[src/rtl/seq_vedic_mul.sv]
// Sequential NxN unsigned multiplier built around a single 2x2 Vedic cell.
// One digit pair is multiplied per cycle and the shifted products are accumulated.

module twoxtwo_mul (
    input  logic [1:0] a,
    input  logic [1:0] b,
    output logic [3:0] p
);
    logic t1, t2, t3, c1;

    assign t1   = a[1] & b[0];
    assign t2   = a[0] & b[1];
    assign t3   = a[1] & b[1];
    assign c1   = t1 & t2;
    assign p[0] = a[0] & b[0];
    assign p[1] = t1 ^ t2;
    assign p[2] = t3 ^ c1;
    assign p[3] = t3 & c1;
endmodule

module seq_vedic_mul #(
    parameter int WIDTH = 4
) (
    input  logic               clk,
    input  logic               rst,
    input  logic               start,
    input  logic [WIDTH-1:0]   a,
    input  logic [WIDTH-1:0]   b,
    output logic [2*WIDTH-1:0] product,
    output logic               busy,
    output logic               done
);
    localparam int D  = WIDTH / 2;
    localparam int IW = (D > 1) ? $clog2(D) : 1;
    localparam logic [IW-1:0] LAST = IW'(D - 1);

    typedef enum logic [1:0] {
        IDLE,
        RUN,
        DONE
    } state_t;

    state_t             state;
    logic [WIDTH-1:0]   a_r, b_r;
    logic [2*WIDTH-1:0] acc, acc_next, pp_ext;
    logic [IW-1:0]      i, j;
    logic [1:0]         da, db;
    logic [3:0]         pp;
    logic               last;

    twoxtwo_mul u_cell (
        .a (da),
        .b (db),
        .p (pp)
    );

    always_comb begin
        da       = 2'(a_r >> (2 * i));
        db       = 2'(b_r >> (2 * j));
        pp_ext   = {{(2*WIDTH-4){1'b0}}, pp};
        acc_next = acc + (pp_ext << (2 * (i + j)));
        last     = (i == LAST) && (j == LAST);
    end

    always_ff @(posedge clk or posedge rst) begin
        if (rst) begin
            state   <= IDLE;
            product <= '0;
            busy    <= 1'b0;
            done    <= 1'b0;
            acc     <= '0;
            i       <= '0;
            j       <= '0;
            a_r     <= '0;
            b_r     <= '0;
        end else begin
            case (state)
                RUN: begin
                    acc  <= acc_next;
                    done <= 1'b0;
                    if (j == LAST) begin
                        j <= '0;
                        i <= i + 1'b1;
                    end else begin
                        j <= j + 1'b1;
                    end
                    if (last) begin
                        product <= acc_next;
                        state   <= DONE;
                        busy    <= 1'b0;
                        done    <= 1'b1;
                    end
                end
                // IDLE and DONE both accept a new request
                default: begin
                    done <= 1'b0;
                    if (start) begin
                        a_r   <= a;
                        b_r   <= b;
                        acc   <= '0;
                        i     <= '0;
                        j     <= '0;
                        state <= RUN;
                        busy  <= 1'b1;
                    end else begin
                        state <= IDLE;
                        busy  <= 1'b0;
                    end
                end
            endcase
        end
    end
endmodule

[config.mk]
export PLATFORM = sky130hd
export DESIGN_NAME = seq_vedic_mul
export DESIGN_NICKNAME = d
export VERILOG_FILES = /design/src/rtl/seq_vedic_mul.sv
export SDC_FILE = /design/constraint.sdc
export NUM_CORES = 1
export LEC_CHECK = 0
export CORE_MARGIN = 2
export CORE_UTILIZATION = 45
export CTS_CLUSTER_SIZE = 8
export DETAILED_ROUTE_END_ITERATION = 12
export HOLD_SLACK_MARGIN = 0.06
export PLACE_DENSITY = 0.79
export SLEW_MARGIN = 20
export SYNTH_ARGS = -nofsm -noshare
export SYNTH_HDL_FRONTEND = slang
export SYNTH_SLANG_ARGS = --single-unit
[constraint.sdc]
create_clock -name clk -period 2.89 [get_ports clk]
set_clock_uncertainty 0.15 [all_clocks]
set_input_delay 0.7225 -clock clk [delete_from_list [all_inputs] [get_ports clk]]
set_output_delay 0.7225 -clock clk [all_outputs]
set_load 0.02 [all_outputs]
# --- Yosys cells after proc, flatten, opt, wreduce, memory -nomap -nowiden ---
# Index checks and enable logic that the tools add are counted.
op_classes:
  addsub: 4
  eq_ne: 3
  shifts: 3
  mux: 15
  bitwise_logic: 9
  reduce_logical: 5
op_table:
  columns: ["cell", "n"]
  rows:
  - ["8-bit two-way mux", 2]
  - ["1-bit two-way mux", 11]
  - ["8-bit adder", 1]
  - ["4-bit by 3-bit left shift with 8-bit output", 1]
  - ["4-bit by 2-bit >> shifter with 2-bit output", 2]
  - ["1-bit bitwise AND", 6]
  - ["2-bit AND reduction", 3]
  - ["2-bit two-way mux", 2]
  - ["2-bit inequality test (second input constant)", 2]
  - ["1-bit adder (second input constant)", 2]
  - ["1-bit by 1-bit adder with 2-bit output", 1]
  - ["2-bit by 1-bit equality test with 1-bit output (second input constant)", 1]
  - ["2-bit nonzero test", 1]
  - ["1-bit XOR", 2]
  - ["1-bit logical AND", 1]
  - ["1-bit NOT", 1]
totals:
  ff_bits: 30
  in_bits: 11
  output_inout_bits: 10
  elab_cells: 48

# --- Depth between registers and ports, before layout ---
# Gate-level depths: netlist of run 1.
logic_depth:
  ltp_word: 7
  depth_mapped: 13
  ltp_nobuf: 12

# --- Cells and area by module ---
# A second synthesis of run 1 with hierarchy kept.
hier_totals:
  hier_cells: 166
  area_unflattened_um2: 1679.1
by_module_without_submodules:
  columns: ["mod", "n_inst", "cells_each", "area_per_inst_um2", "seq_area_each_um2"]
  rows:
  - ["seq_vedic_mul", 1, 160, 1629.1, 725.7]
  - ["twoxtwo_mul", 1, 6, 50.0, 0.0]

# --- Least setup slack after synthesis of run 1 ---
# OpenSTA, ideal clock, no wires.
synth_path:
  path_kind: "register to register"
  startpoint: "reg j"
  endpoint: "reg product[7]"
  setup_ns: 0.125
  arrival_ns: 2.706
  required_ns: 2.615
  setup_slack_ns: -0.091
  stages_incl_launch_ff: 14
  n_path_buf: 1
  period_less_slack_ns: 2.981
  cell_sequence: "dfrtp_1 -> mux2i_1 -> nor2_1 -> ha_1 -> ha_1 -> mux2i_1 -> nor2b_1 -> ha_1 -> buf_4 -> a21oi_1 -> o21ai_0 -> and2_1 -> xnor3_1 -> mux2_4"
synth_via:
  elab_chain_cells: 6
  word_cells_on_any_way: 14
  classes_between: "add/sub: 2; shift: 2; bitwise: 8; reduce/logical: 2"
synth_lines:
  columns: ["item", "line_no", "source"]
  rows:
  - ["start, declared", "46", "logic [IW-1:0] i, j;"]
  - ["start signal, assigned", "85", "j <= j + 1'b1;"]
  - ["4-bit by 2-bit >> shifter with 2-bit output", "59", "db = 2'(b_r >> (2 * j));"]
  - ["1-bit bitwise AND, on equally long branches", "11, 12", null]
  - ["1-bit bitwise AND", "14", "assign c1 = t1 & t2;"]
  - ["1-bit XOR or 1-bit bitwise AND (tied branches)", "17, 18", null]
  - ["4-bit by 3-bit left shift with 8-bit output", "61", "acc_next = acc + (pp_ext << (2 * (i + j)));"]
  - ["8-bit adder", "61", null]
  - ["end signal, assigned", "88", "product <= acc_next;"]
  - ["end, declared", "29", "output logic [2*WIDTH-1:0] product,"]
# Parallel ways exist; a longest one is shown, timed or not.
# A chain may end at the register's enable or synchronous reset.

# --- Worst setup path in the final report of run 1 ---
# Ends and elaborated chain as after synthesis.

==> metrics.txt, run 1 <==
outcome=complete, but fails checks; failing checks=setup timing; mux share of post-synthesis cell area=0.1192; Max Slew Vio Count=0; crit path DAT=3.02 ns; final worst-path cycle share=1.039; Final Hold Slack=0.3375 ns; hpwl dp=2.678 mm; Synth Register Bits=29; fraction of registers with async set/reset=1.000; first-pass GRT wire length=6.348 mm; Max-cap violations=0; syn avg cell area=10.64 um^2; hold path cells=2; H-tree depth=2; # rows=22; xor/xnor share of the synthesized area=0.03997; worst path cell trace=mux2i_1 -> nor2_1 -> ha_2 -> ha_4 -> mux2i_2 -> nor2_1 -> ha_2 -> o21ai_2 -> o211ai_1 -> and2_4 -> xnor3_1 -> mux2_4; pwr/cell area=1278 nW/um^2; Syn Nets=178; Slew @ Worst Pin=0.6258 ns; Final Util=0.6138; initial antenna violation count=0; initial core utilization=0.4601; Main synth FF type=dfrtp_1; area grow syn2layout=33.41%; Synth Area in Simple Gates=0.1765; via count=1359; Worst setup SP type=flop; largest cells by area after synthesis=dfrtp_1, ha_1, mux2_2; number of DRC markers in iteration 0=45; mapped cell area=1659 um^2; Hold EP=product[4]; min cycle time layout=3.003 ns; CTS tree=done; Post-Route WL=3.980 mm; Compound-Gate Fraction of Synth Area=0.1131; worst reg2reg path endpoint=product[7]; unrepaired setup endpoints after global routing=true; maximum vdd drop=0.5398 mV; worst hold start=product[4]; relative max-transition margin=0.5828; First-pass DRT Iterations=4; number of synthesized flops with an enable pin=0; final layout net count=220; Worst setup EP type=flop; worst min-delay path class=reg2reg; grt ovf=0; largest family of logic cells by synthesized area=simple AND/OR/NAND/NOR gates; vias in the first global route=1394; Worst-Skew Late Latency=0.28 ns; Yosys top cell area share=0.4374; worst stage delay on the critical path=0.43 ns; Ant. Diodes=0; maximum root-to-sink buffer count=2; I/O pins=21; Final ANT Viol Nets=0; Residual DRC=0; CTS sink cnt=29; flop2flop setup slack=-0.11 ns; placed instance count=234; Synth warnings=0; critical path fanouts, max=3; Critical R2R Launch=j; Crit Path Class=reg2reg; achievable clock frequency=333.0 MHz; overall power=2.828 mW; most frequent cells in the layout=dfrtp_1, buf_4, clkdlybuf4s50_1, nand2_1, nor2_1; Seq/Total Area, Yosys=0.4374; worst setup margin=-0.1131 ns; Netlist cell types=40; highest-delay cell along the critical path=dfrtp_1; GR Util All Layers=0.2027; Reg clk slew, reported paths=0.06 ns; PortBufs=20; Root Buffer=clkbuf_8; GP Congestion=0.8591; final setup fails=4; post-DR vias/cell=5.524; DIE WIDTH=64.72 um; Synth Area in Adders=0.08748; Worst Path Required=2.91 ns; Synth area leader=dfrtp_1; Num CTS Buffers=5; Die Area=4189 um^2; largest net degree at the start of global routing=30; Post-Layout Cell Count=246; WL/cell=16.18 um; Leak=1.009 nW; floorplan die height=64.72 um; Hold Fails Final Rpt=0; cells after synthesis=156; most common cell after layout, fill and taps aside=dfrtp_1; CORE AREA=3606 um^2; ratio of cells with drive above 1 in the final layout=0.3081; R2R cell count=12; Post-CTS Hold Fix Bufs=0
## how the worst max path moves through the flow
| stage | startpoint | to | depth (start not counted) | slack (ns) |
|---|---|---|---|---|
| 4_1_cts | i | product[7] | 12 | -0.004 |
| 3_5_place_dp | i | product[7] | 12 | -0.1 |
| 2_1_floorplan | j | product[7] | 13 | 0.003 |
| 3_3_place_gp | i | product[7] | 12 | -0.02 |
| 6_report | j | product[7] | 12 | -0.11 |
| 5_1_grt | j | acc[7] | 13 | -0.20 |
## final cells by class
| cell class | count | area (um^2) |
|---|---|---|
| sequential | 29 | 726.9 |
| clock buffer | 7 | 86.33 |
| inverter | 3 | 11.26 |
| fill | 280 | 1393 |
| timing repair buffer | 41 | 357.8 |
| multi-input combinational | 118 | 970.9 |
| tap | 48 | 60.06 |
## sequential cells by signal (all words and copies together), names as in the netlist
register and cells:
i 1, j 1, product 8, a_r 4, acc 8, b_r 4
done 1, state 2
## metrics by stage
stage / TNS (ns) / instance area [um^2] / worst slack, ns
2_1_floorplan: 0 / 1689 / 0.002991
3_3_place_gp: -0.02402 / 2033 / -0.02402
3_5_place_dp: -0.2489 / 2033 / -0.09506
4_1_cts: -0.004341 / 2178 / -0.004341
5_1_grt: -0.9319 / 2213 / -0.1954
6_report: -0.3163 / 2213 / -0.1131
## synth_stat cells, types with 3 or more instances
master    count
nor2_1       13
nand2_1      14
ha_1         10
mux2i_1       7
a21oi_1       3
mux2_2       10
nand2b_1      3
o21ai_0      11
o21ai_1       3
a21o_1        3
xor2_1        3
nand3b_1      7
dfrtp_1      29
nor2b_1       4
## where the power goes
group / switching (mW) / internal, mW / leakage, nW / total (mW)
Clock: 0.146 / 0.188 / 0.0443 / 0.334
Combinational: 0.882 / 0.893 / 0.604 / 1.78
Sequential: 0.130 / 0.589 / 0.361 / 0.718
## worst max-delay path, delay by kind of cell, from the launching register on
family / cells / cell delay (ns)
AOI/OAI and AO/OA: 2 / 0.25
adders and majority gates: 3 / 0.75
muxes: 3 / 0.74
xor gates and xnor gates: 1 / 0.20
and+or+nand+nor: 3 / 0.36
DFF: 1 / 0.43
## cell families after synthesis
| kind of cell | after synthesis |
|---|---|
| XOR/XNOR | 6 |
| adder cells (fa/ha/maj) | 11 |
| flip-flops | 29 |
| buffers and inverters | 9 |
| AND/OR/NAND/NOR | 53 |
| AO/OA/AOI/OAI | 30 |
| multiplexers | 18 |
## layer usage
layer	share of wire	GRT usage
met1	0.44	0.2466
met2	0.51	0.3351
met3	0.038	0.04861
met4	0.019	0.1011
met5	0	0
## repair_timing
| item | in CTS | in global routing |
|---|---|---|
| resized for setup | 10 | 5 |
| pin swaps | 7 | 5 |
| gates cloned | 0 | 0 |
| endpoints found under the setup margin | 6 | 8 |
| buffers inserted | 3 | 2 |
Note: power is estimated with default switching activity, not from simulation.
==> inputs of run 2 (changes only) <==
--- a/config.mk
+++ b/config.mk
@@ -5,12 +5,15 @@
 export SDC_FILE = /design/constraint.sdc
 export NUM_CORES = 1
 export LEC_CHECK = 0
+export CELL_PAD_IN_SITES_DETAIL_PLACEMENT = 1
+export CELL_PAD_IN_SITES_GLOBAL_PLACEMENT = 2
 export CORE_MARGIN = 2
-export CORE_UTILIZATION = 45
+export CORE_UTILIZATION = 38
 export CTS_CLUSTER_SIZE = 8
 export DETAILED_ROUTE_END_ITERATION = 12
 export HOLD_SLACK_MARGIN = 0.06
-export PLACE_DENSITY = 0.79
+export PLACE_DENSITY = 0.92
+export SKIP_CTS_REPAIR_TIMING = 1
 export SLEW_MARGIN = 20
 export SYNTH_ARGS = -nofsm -noshare
 export SYNTH_HDL_FRONTEND = slang
==> constraint.sdc (replaced) <==
create_clock -name clk -period 3.64 [get_ports clk]
set_clock_uncertainty 0.15 [all_clocks]
set_input_delay 0.91 -clock clk [delete_from_list [all_inputs] [get_ports clk]]
set_output_delay 0.91 -clock clk [all_outputs]
set_load 0.02 [all_outputs]
==> run 2 against run 1 <==
  * The run now ends clean
  * Combinational power fell by 39%
  * Largest cell class unchanged
  * Largest power group unchanged
  * Sequential power fell by 21%
  * Clock power fell by 22%
  * Sequential share of layout area rose by 3.5 points
  * Core utilization fell by 14 points
  * Critical path depth did not move
==> metrics.txt, run 2 (synthesis results as in run 1) <==
initial core utilization=0.3891; Leak=0.9191 nW; highest-delay cell along the critical path=dfrtp_1; WP buf/inv=0; ratio of cells with drive above 1 in the final layout=0.1453; worst min-delay path class=reg2reg; dpl ws=0.2493 ns; hpwl dp=2.719 mm; CORE AREA=4264 um^2; area of the multi-input gates=897.1 um^2; Post-Layout Cell Count=231; Top Family by Delay on Critical Path=adder cells; floorplan die height=70.08 um; worst path cell trace=mux2i_1 -> nor2_1 -> ha_1 -> ha_1 -> mux2i_1 -> nor2b_1 -> ha_1 -> a21oi_1 -> o211ai_1 -> and2_1 -> xnor3_1 -> mux2_4; Ant. Diodes=0; largest net degree at the start of global routing=30; H-tree depth=2; vias in the first global route=1367; Worst setup SP type=flop; GR Util All Layers=0.1690; final worst-path cycle share=0.9295; most frequent cells in the layout=dfrtp_1, clkdlybuf4s50_1, nand2_1, nor2_1, o21ai_0; I/O pins=21; Num CTS Buffers=5; Worst setup EP type=flop; worst stage delay on the critical path=0.44 ns; CP most frequent cell=ha_1; outcome=completed; initial antenna violation count=0; placed instance area=1907 um^2; Final ANT Viol Nets=0; most common cell after layout, fill and taps aside=dfrtp_1; first-pass GRT wire length=6.465 mm; relative max-transition margin=0.5975; final setup fails=0; post-DR vias/cell=5.351; finished layout cell area=2002 um^2; # rows=24; Max-cap violations=0; min cycle time layout=3.383 ns; Residual DRC=0; Reg clk slew, reported paths=0.06 ns; via count=1236; Final Hold Slack=0.3346 ns; Slew @ Worst Pin=0.6038 ns; DIE WIDTH=70.08 um; overall power=1.915 mW; GP Congestion=0.8449; Register Area=726.9 um^2; Worst Path Required=3.65 ns; Worst-Skew Late Latency=0.28 ns; area grow syn2layout=20.66%; total negative slack=0 ns; grt ovf=0; placed instance count=224; number of DRC markers in iteration 0=32; Root Buffer=clkbuf_8; Crit Path Class=reg2reg; critical path fanouts, max=9; # fillers=468; maximum vdd drop=0.4163 mV; crit path DAT=3.40 ns; WL/cell=15.92 um; CTS sink cnt=29; PortBufs=20; Final Util=0.4695; pwr/cell area=956.8 nW/um^2; maximum root-to-sink buffer count=2; Largest regs=acc (8), product (8); Hold Fails Final Rpt=0; CTS tree=done; final layout net count=201; achievable clock frequency=295.6 MHz; worst setup margin=0.2567 ns; First-pass DRT Iterations=4; Die Area=4911 um^2; Post-Route WL=3.678 mm; unrepaired setup endpoints after global routing=false; Max Slew Vio Count=0
-- run 2: cell count changes in the layout (fill, tap and decap cells not counted), moves of 2 or more --
cell     delta
buf_4      -19
ha_1        +4
ha_2        -3
mux2i_1     +3
mux2i_2     -2
nor2_1      +2
nor2_2      -2
-- run 2: routing by layer --
metal,track usage,vias to the layer above,wire length [um]
li1,-,596,-
met1,0.2182,620,1641
met2,0.2730,15,1897
met3,0.05195,5,102
met4,0.05128,0,36
met5,0,-,0
-- run 2: cell type report --
cell class / count / area share
Multi-Input combinational cell: 118 / 0.4481
Sequential cell: 29 / 0.3631
Timing Repair Buffer: 22 / 0.1075
Clock buffer: 7 / 0.04313
Tap cell: 52 / 0.03250
Inverter: 3 / 0.005625
-- run 2: worst reg2reg max path, delay by kind of cell (launching register included) --
kind	cells	cell delay, ns
adders and majority gates	3	0.92
muxes	3	0.82
and+or+nand+nor	3	0.45
DFF	1	0.44
xor gates and xnor gates	1	0.25
AOI/OAI and AO/OA	2	0.24
-- run 2: where the power goes --
group | switching, mW | internal [mW] | total, mW
Clock | 0.112 | 0.149 | 0.262
Combinational | 0.590 | 0.499 | 1.09
Sequential | 0.0975 | 0.468 | 0.565
-- run 2: path summary, 6_finish.rpt --
kind | slack, ns | cells after the start | from | end
setup reg to reg | 0.26 | 12 | i | product[7]
setup / recovery | 0.26 | 12 | i | product[7]
min in group asynchronous | 0.86 | 3 | rst | a_r[2]
hold reg to reg | 0.33 | 2 | product[4] | product[4]
hold / removal | 0.33 | 2 | product[4] | product[4]
max in group asynchronous | 2.19 | 3 | rst | j
